`src/rtl/dither_rgb.sv`:
```
`default_nettype none
// ============================================================================
// Module   : dither_rgb
// Purpose  : Per-channel colour depth reduction from IN_W to OUT_W bits with
//            three selectable modes: truncation, error diffusion along the
//            line, and ordered 4x4 Bayer dithering. One-cycle latency.
// Ports    : clk          - clock, rising edge
//            rst          - synchronous active-high reset
//            frame_start  - one-cycle pulse at the start of a frame
//            visible      - pixel_in holds an active-area pixel
//            mode         - requested mode, taken only on frame_start
//                           (00/11 truncate, 01 error diffusion, 10 Bayer)
//            pixel_in     - CH channels of IN_W bits, channel 0 in the LSBs
//            pixel_out    - CH channels of OUT_W bits, registered
//            valid_out    - visible delayed by one cycle
// Revision : 1.0 - initial release
// ============================================================================
module dither_rgb #(
    parameter int IN_W  = 8,
    parameter int OUT_W = 4,
    parameter int CH    = 3
) (
    input  logic                  clk,
    input  logic                  rst,
    input  logic                  frame_start,
    input  logic                  visible,
    input  logic [1:0]            mode,
    input  logic [CH*IN_W-1:0]    pixel_in,
    output logic [CH*OUT_W-1:0]   pixel_out,
    output logic                  valid_out
);

    localparam int D  = IN_W - OUT_W;
    // in + err spans [-2^(D-1), 2^IN_W + 2^D - 2]; two extra bits hold it.
    localparam int SW = IN_W + 2;

    localparam logic [1:0] c_MODE_ED    = 2'b01;
    localparam logic [1:0] c_MODE_BAYER = 2'b10;

    localparam logic [3:0] c_BAYER [16] = '{
        4'd0,  4'd8,  4'd2,  4'd10,
        4'd12, 4'd4,  4'd14, 4'd6,
        4'd3,  4'd11, 4'd1,  4'd9,
        4'd15, 4'd7,  4'd13, 4'd5
    };

    logic [1:0]             r_mode;
    logic [1:0]             r_x;
    logic [1:0]             r_y;
    logic [3:0]             w_t;
    logic [D-1:0]           w_ts;
    logic [CH*OUT_W-1:0]    w_code_all;

    assign w_t = c_BAYER[{r_y, r_x}];

    // ts = floor(t * 2^D / 16); always below 2^D so D bits are enough.
    if (D >= 4) begin : g_ts_shl
        assign w_ts = D'(w_t) << (D - 4);
    end else begin : g_ts_shr
        assign w_ts = D'(w_t >> (4 - D));
    end

    for (genvar g = 0; g < CH; g++) begin : g_ch
        logic [IN_W-1:0]        w_in;
        logic signed [D:0]      r_err;
        logic signed [SW-1:0]   w_sum;
        logic [IN_W-1:0]        w_c;
        logic [OUT_W:0]         w_rnd;
        logic [OUT_W-1:0]       w_ed_code;
        logic [D:0]             w_err_next;
        logic [IN_W:0]          w_bsum;
        logic [OUT_W-1:0]       w_by_code;
        logic [OUT_W-1:0]       w_tr_code;

        assign w_in  = pixel_in[g*IN_W +: IN_W];
        assign w_sum = $signed({2'b00, w_in})
                     + $signed({{(SW-D-1){r_err[D]}}, r_err});

        always_comb begin
            w_c = w_sum[IN_W-1:0];
            if (w_sum[SW-1]) begin
                w_c = '0;
            end else if (w_sum[IN_W]) begin
                w_c = '1;
            end
        end

        // Round half up: the fraction is >= one half exactly when its MSB is set.
        assign w_rnd     = {1'b0, w_c[IN_W-1:D]} + {{OUT_W{1'b0}}, w_c[D-1]};
        assign w_ed_code = w_rnd[OUT_W] ? '1 : w_rnd[OUT_W-1:0];

        // The residual always fits in D+1 signed bits, so modular arithmetic
        // on the low D+1 bits of c and code*2^D gives the exact value.
        assign w_err_next = w_c[D:0] - {w_ed_code[0], {D{1'b0}}};

        assign w_bsum    = {1'b0, w_in} + {{(OUT_W+1){1'b0}}, w_ts};
        assign w_by_code = w_bsum[IN_W] ? '1 : w_bsum[IN_W-1:D];

        assign w_tr_code = w_in[IN_W-1:D];

        assign w_code_all[g*OUT_W +: OUT_W] =
            (r_mode == c_MODE_ED)    ? w_ed_code :
            (r_mode == c_MODE_BAYER) ? w_by_code : w_tr_code;

        // The error runs in every mode so a mode switch starts from valid state.
        always_ff @(posedge clk) begin
            if (rst || !visible) begin
                r_err <= '0;
            end else begin
                r_err <= w_err_next;
            end
        end
    end

    always_ff @(posedge clk) begin
        if (rst) begin
            r_mode    <= 2'b00;
            r_x       <= 2'd0;
            r_y       <= 2'd0;
            pixel_out <= '0;
            valid_out <= 1'b0;
        end else begin
            if (frame_start) begin
                r_mode <= mode;
            end

            r_x <= visible ? r_x + 2'd1 : 2'd0;

            // valid_out is last cycle's visible, so this catches the line end.
            if (frame_start) begin
                r_y <= 2'd0;
            end else if (valid_out && !visible) begin
                r_y <= r_y + 2'd1;
            end

            pixel_out <= visible ? w_code_all : '0;
            valid_out <= visible;
        end
    end

endmodule
`default_nettype wire

```
`config.mk`:
```
export PLATFORM = sky130hd
export DESIGN_NAME = dither_rgb
export DESIGN_NICKNAME = d
export VERILOG_FILES = /design/src/rtl/dither_rgb.sv
export SDC_FILE = /design/constraint.sdc
export NUM_CORES = 1
export LEC_CHECK = 0
export ABC_AREA = 1
export CORE_ASPECT_RATIO = 0.7
export CORE_MARGIN = 5
export CORE_UTILIZATION = 50
export CTS_CLUSTER_DIAMETER = 120
export DETAILED_ROUTE_END_ITERATION = 10
export GPL_TIMING_DRIVEN = 0
export PLACE_DENSITY = 0.71
export SLEW_MARGIN = 20
export SYNTH_ARGS = -nofsm -noshare
export SYNTH_HDL_FRONTEND = slang
export SYNTH_SLANG_ARGS = --single-unit
```
`constraint.sdc`:
```
create_clock -name clk -period 4.9 [get_ports clk]
set_input_delay 1.225 -clock clk [delete_from_list [all_inputs] [get_ports clk]]
set_output_delay 1.225 -clock clk [all_outputs]
set_load 0.05 [all_outputs]
```
==> metrics.txt <==
Clk pwr share=15.2%; Worst VDD drop=0.000177 V; leakage=0.00208 µW; Worst slew margin=60.8%; Slew Limit Fails=0; Clock Sinks=34; core footprint=6660 µm²; Detailed Route WL=8470 µm; syn avg cell area=6.41 µm²; worst skew pair latency=0.29 ns; worst hold path class=reg2reg; Area Growth Syn to Fin=18.7%; pin count of the biggest net entering global routing=12; I/O Buffers=42; total global-route track usage=21.1%; final setup vio count=0; Sw Share=48.2%; crit path time final=4.01 ns; Pint=748 µW; Rows=25; Final Cycle Share=81.9%; CP Cell Sequence=clkdlybuf4s50_1 -> ha_1 -> inv_1 -> fa_1 -> inv_1 -> nand3_1 -> nand2_2 -> nand2_1 -> nand3_1 -> nand2_2 -> o21ai_0 -> inv_1 -> ha_1 -> ha_1 -> nand3_2 -> nor2_4 -> o21ai_1 -> a21oi_1; post-synthesis net count=603; Worst EP arrival=4.19 ns; Clock Tree Buf Depth=2; number of global-route vias before repair=3,359; Initial DRT Pass Iterations=5; Reg clk slew, reported paths=0.08 ns; aggregate negative setup slack=0 ns; skew final=0.00640 ns; Post-CTS Resized=0; die width=108 µm; Setup crit end kind=flop; status=finished, final reports clean; Final nets=652; delay-heaviest family, CP=adder cells; mapped cell area=3380 µm²; Worst EP required=5.07 ns; RSZ-0062 raised after global routing=false; gr ovfl total=0; flops & latches, synth=34; Syn. warnings=0; largest stage delay on the critical path=0.51 ns; final hold vios=0; I/O Pins=43; Sequential Power Share=23.4%; layout cell share with drive strength beyond 1=9.52%; CP startpoint kind=input port; CTS tree=yes; pwr dens=360 nW/µm²; Final GP Congestion=0.854; Sw Pwr=696 µW; post-synthesis sequential area ratio=20.1%; CTS root buffer=clkbuf_8; drt drc=0; HPWL after detailed placement=7170 µm; post-CTS setup buffer count=0; most frequent cells in the layout=nand2_1, inv_1, nor2_1; DR iter-0 viols=156; hold_ws=0.470 ns; total of max-cap violations=0; Max Fclk=0.249 GHz; post-synth cell types=40; Post-CTS Hold Fix Bufs=0; CP max stage cell=clkdlybuf4s50_1; Worst-Margin Slew=0.586 ns; Comb pwr share=61.4%; DIE AREA=8540 µm²; Starting Density=50.8%; WL/cell=12.6 µm; Synth Instances=528; initial antenna violation count=0; most common cell after layout, fill and taps aside=nand2_1; Setup Crit Path Kind=in2reg; Vias/cell=4.99; chip height=78.8 µm; wire length of the first global-routing pass=14,700 µm; crit path buf inv count=4; CTS buffer count=5; Ant. Diodes=0; via count=3,355; crit path max fanout=4; Antenna Nets Post-Route=0; CTS H-Tree Depth=2
[worst reg2reg max path, cell delays in order, from the launching register on]
cell and delay, ns:
dfxtp_1 0.54, ha_1 0.37, a21o_2 0.23, a21oi_1 0.22, nand2_1 0.11, nand2_1 0.06
nand2_1 0.12, a21oi_1 0.26, ha_1 0.23, ha_1 0.15, inv_1 0.07, nor2_4 0.14
nand2_4 0.07, inv_2 0.07, nand2_2 0.04, nand2_2 0.06, nor2_2 0.03
[cells by family after synthesis]
logic type	Yosys count	share of synthesized area [%]
AND/OR/NAND/NOR	279	37.4
adder cells (fa/ha/maj)	45	17.3
flip-flops	34	20.1
XOR/XNOR	12	3.11
buffers and inverters	88	10.1
AO/OA/AOI/OAI	70	12.0
[sequential cells by signal (all words and copies together) (netlist names)]
signal / flops
g_ch.r_err: 15
r_mode: 2
r_y: 2
r_x: 2
pixel_out: 12
valid_out: 1
[cells in the mapped netlist]
| cell | count | area share (%) |
|---|---|---|
| nor3_1 | 1 | 0.15 |
| xnor2_1 | 5 | 1.3 |
| nor3b_1 | 2 | 0.44 |
| a21boi_1 | 1 | 0.22 |
| clkbuf_1 | 1 | 0.11 |
| or2_2 | 2 | 0.37 |
| buf_2 | 1 | 0.15 |
| nand2_2 | 14 | 2.6 |
| fa_1 | 3 | 1.8 |
| nand2_1 | 146 | 16 |
| nand4_1 | 8 | 1.5 |
| nor2_2 | 5 | 0.92 |
| nor4_1 | 1 | 0.19 |
| inv_2 | 5 | 0.55 |
| o31ai_1 | 2 | 0.44 |
| o21ai_0 | 13 | 1.9 |
| nor2_1 | 51 | 5.7 |
| nand3_2 | 2 | 0.59 |
| nor3_2 | 2 | 0.59 |
| o211ai_1 | 2 | 0.44 |
| nor2_4 | 6 | 2.0 |
| a21oi_2 | 4 | 1.0 |
| o21ai_2 | 1 | 0.26 |
| inv_1 | 77 | 8.5 |
| a21o_2 | 1 | 0.26 |
| nand2_4 | 2 | 0.67 |
| o21ai_1 | 3 | 0.44 |
| a21bo_2 | 1 | 0.30 |
| ha_1 | 42 | 16 |
| xor2_1 | 7 | 1.8 |
| nand3_1 | 36 | 5.3 |
| a21boi_0 | 3 | 0.67 |
| o21bai_1 | 2 | 0.44 |
| clkbuf_8 | 1 | 0.41 |
| a21oi_1 | 35 | 5.2 |
| dfxtp_1 | 34 | 20 |
| a31oi_1 | 1 | 0.19 |
| or2_0 | 1 | 0.19 |
| clkinv_1 | 3 | 0.33 |
| o21a_1 | 1 | 0.22 |
[per-stage QoR]
stage	setup slack [ns]	std cells	utilization (%)	total power [µW]	cell area, µm²
after floorplan	1.48	528	-	1020	3380
after global placement	0.628	664	58.9	1200	3920
after detailed placement	0.600	664	58.9	1220	3920
after CTS	0.901	672	60.3	1440	4020
after global routing	0.599	672	60.3	1590	4020
final	0.887	672	60.3	1440	4020
[power by group through the flow]
stage,registers [µW],logic (µW),clock network (µW)
floorplan,365,655,0
global placement,343,853,0
detailed placement,343,875,0
CTS,337,882,224
global route,342,1010,238
finish,337,887,220
[worst paths after layout]
| kind | startpoint | end | slack [ns] | depth (start not counted) |
|---|---|---|---|---|
| setup / recovery | pixel_in[16] | pixel_out[9]$_SDFF_PP0_ | 0.89 | 18 |
| hold / removal | r_x[0]$_SDFF_PP0_ | r_x[0]$_SDFF_PP0_ | 0.47 | 1 |
| setup reg to reg | g_ch[1].r_err[4]$_SDFF_PP0_ | g_ch[1].r_err[4]$_SDFF_PP0_ | 2.02 | 16 |
| hold reg to reg | r_x[0]$_SDFF_PP0_ | r_x[0]$_SDFF_PP0_ | 0.47 | 1 |
[metal layers]
layer | share of wire (%) | routed length [µm] | track usage (%)
met2 | 42 | 3530 | 33.4
met5 | 0 | 0 | 0
met3 | 4.7 | 394 | 3.90
met4 | 1.5 | 126 | 6.18
met1 | 52 | 4420 | 29.1
[layout make-up]
class / instances / area (µm²)
well taps: 94 / 118
clock buffers: 6 / 82.6
flip-flops and latches: 34 / 681
plain buffers: 3 / 22.5
inverters: 85 / 319
fillers: 649 / 2650
clock inverters: 2 / 12.5
multi-input cells: 406 / 2360
repair buffers: 42 / 420
(Power assumes the default switching activity.)
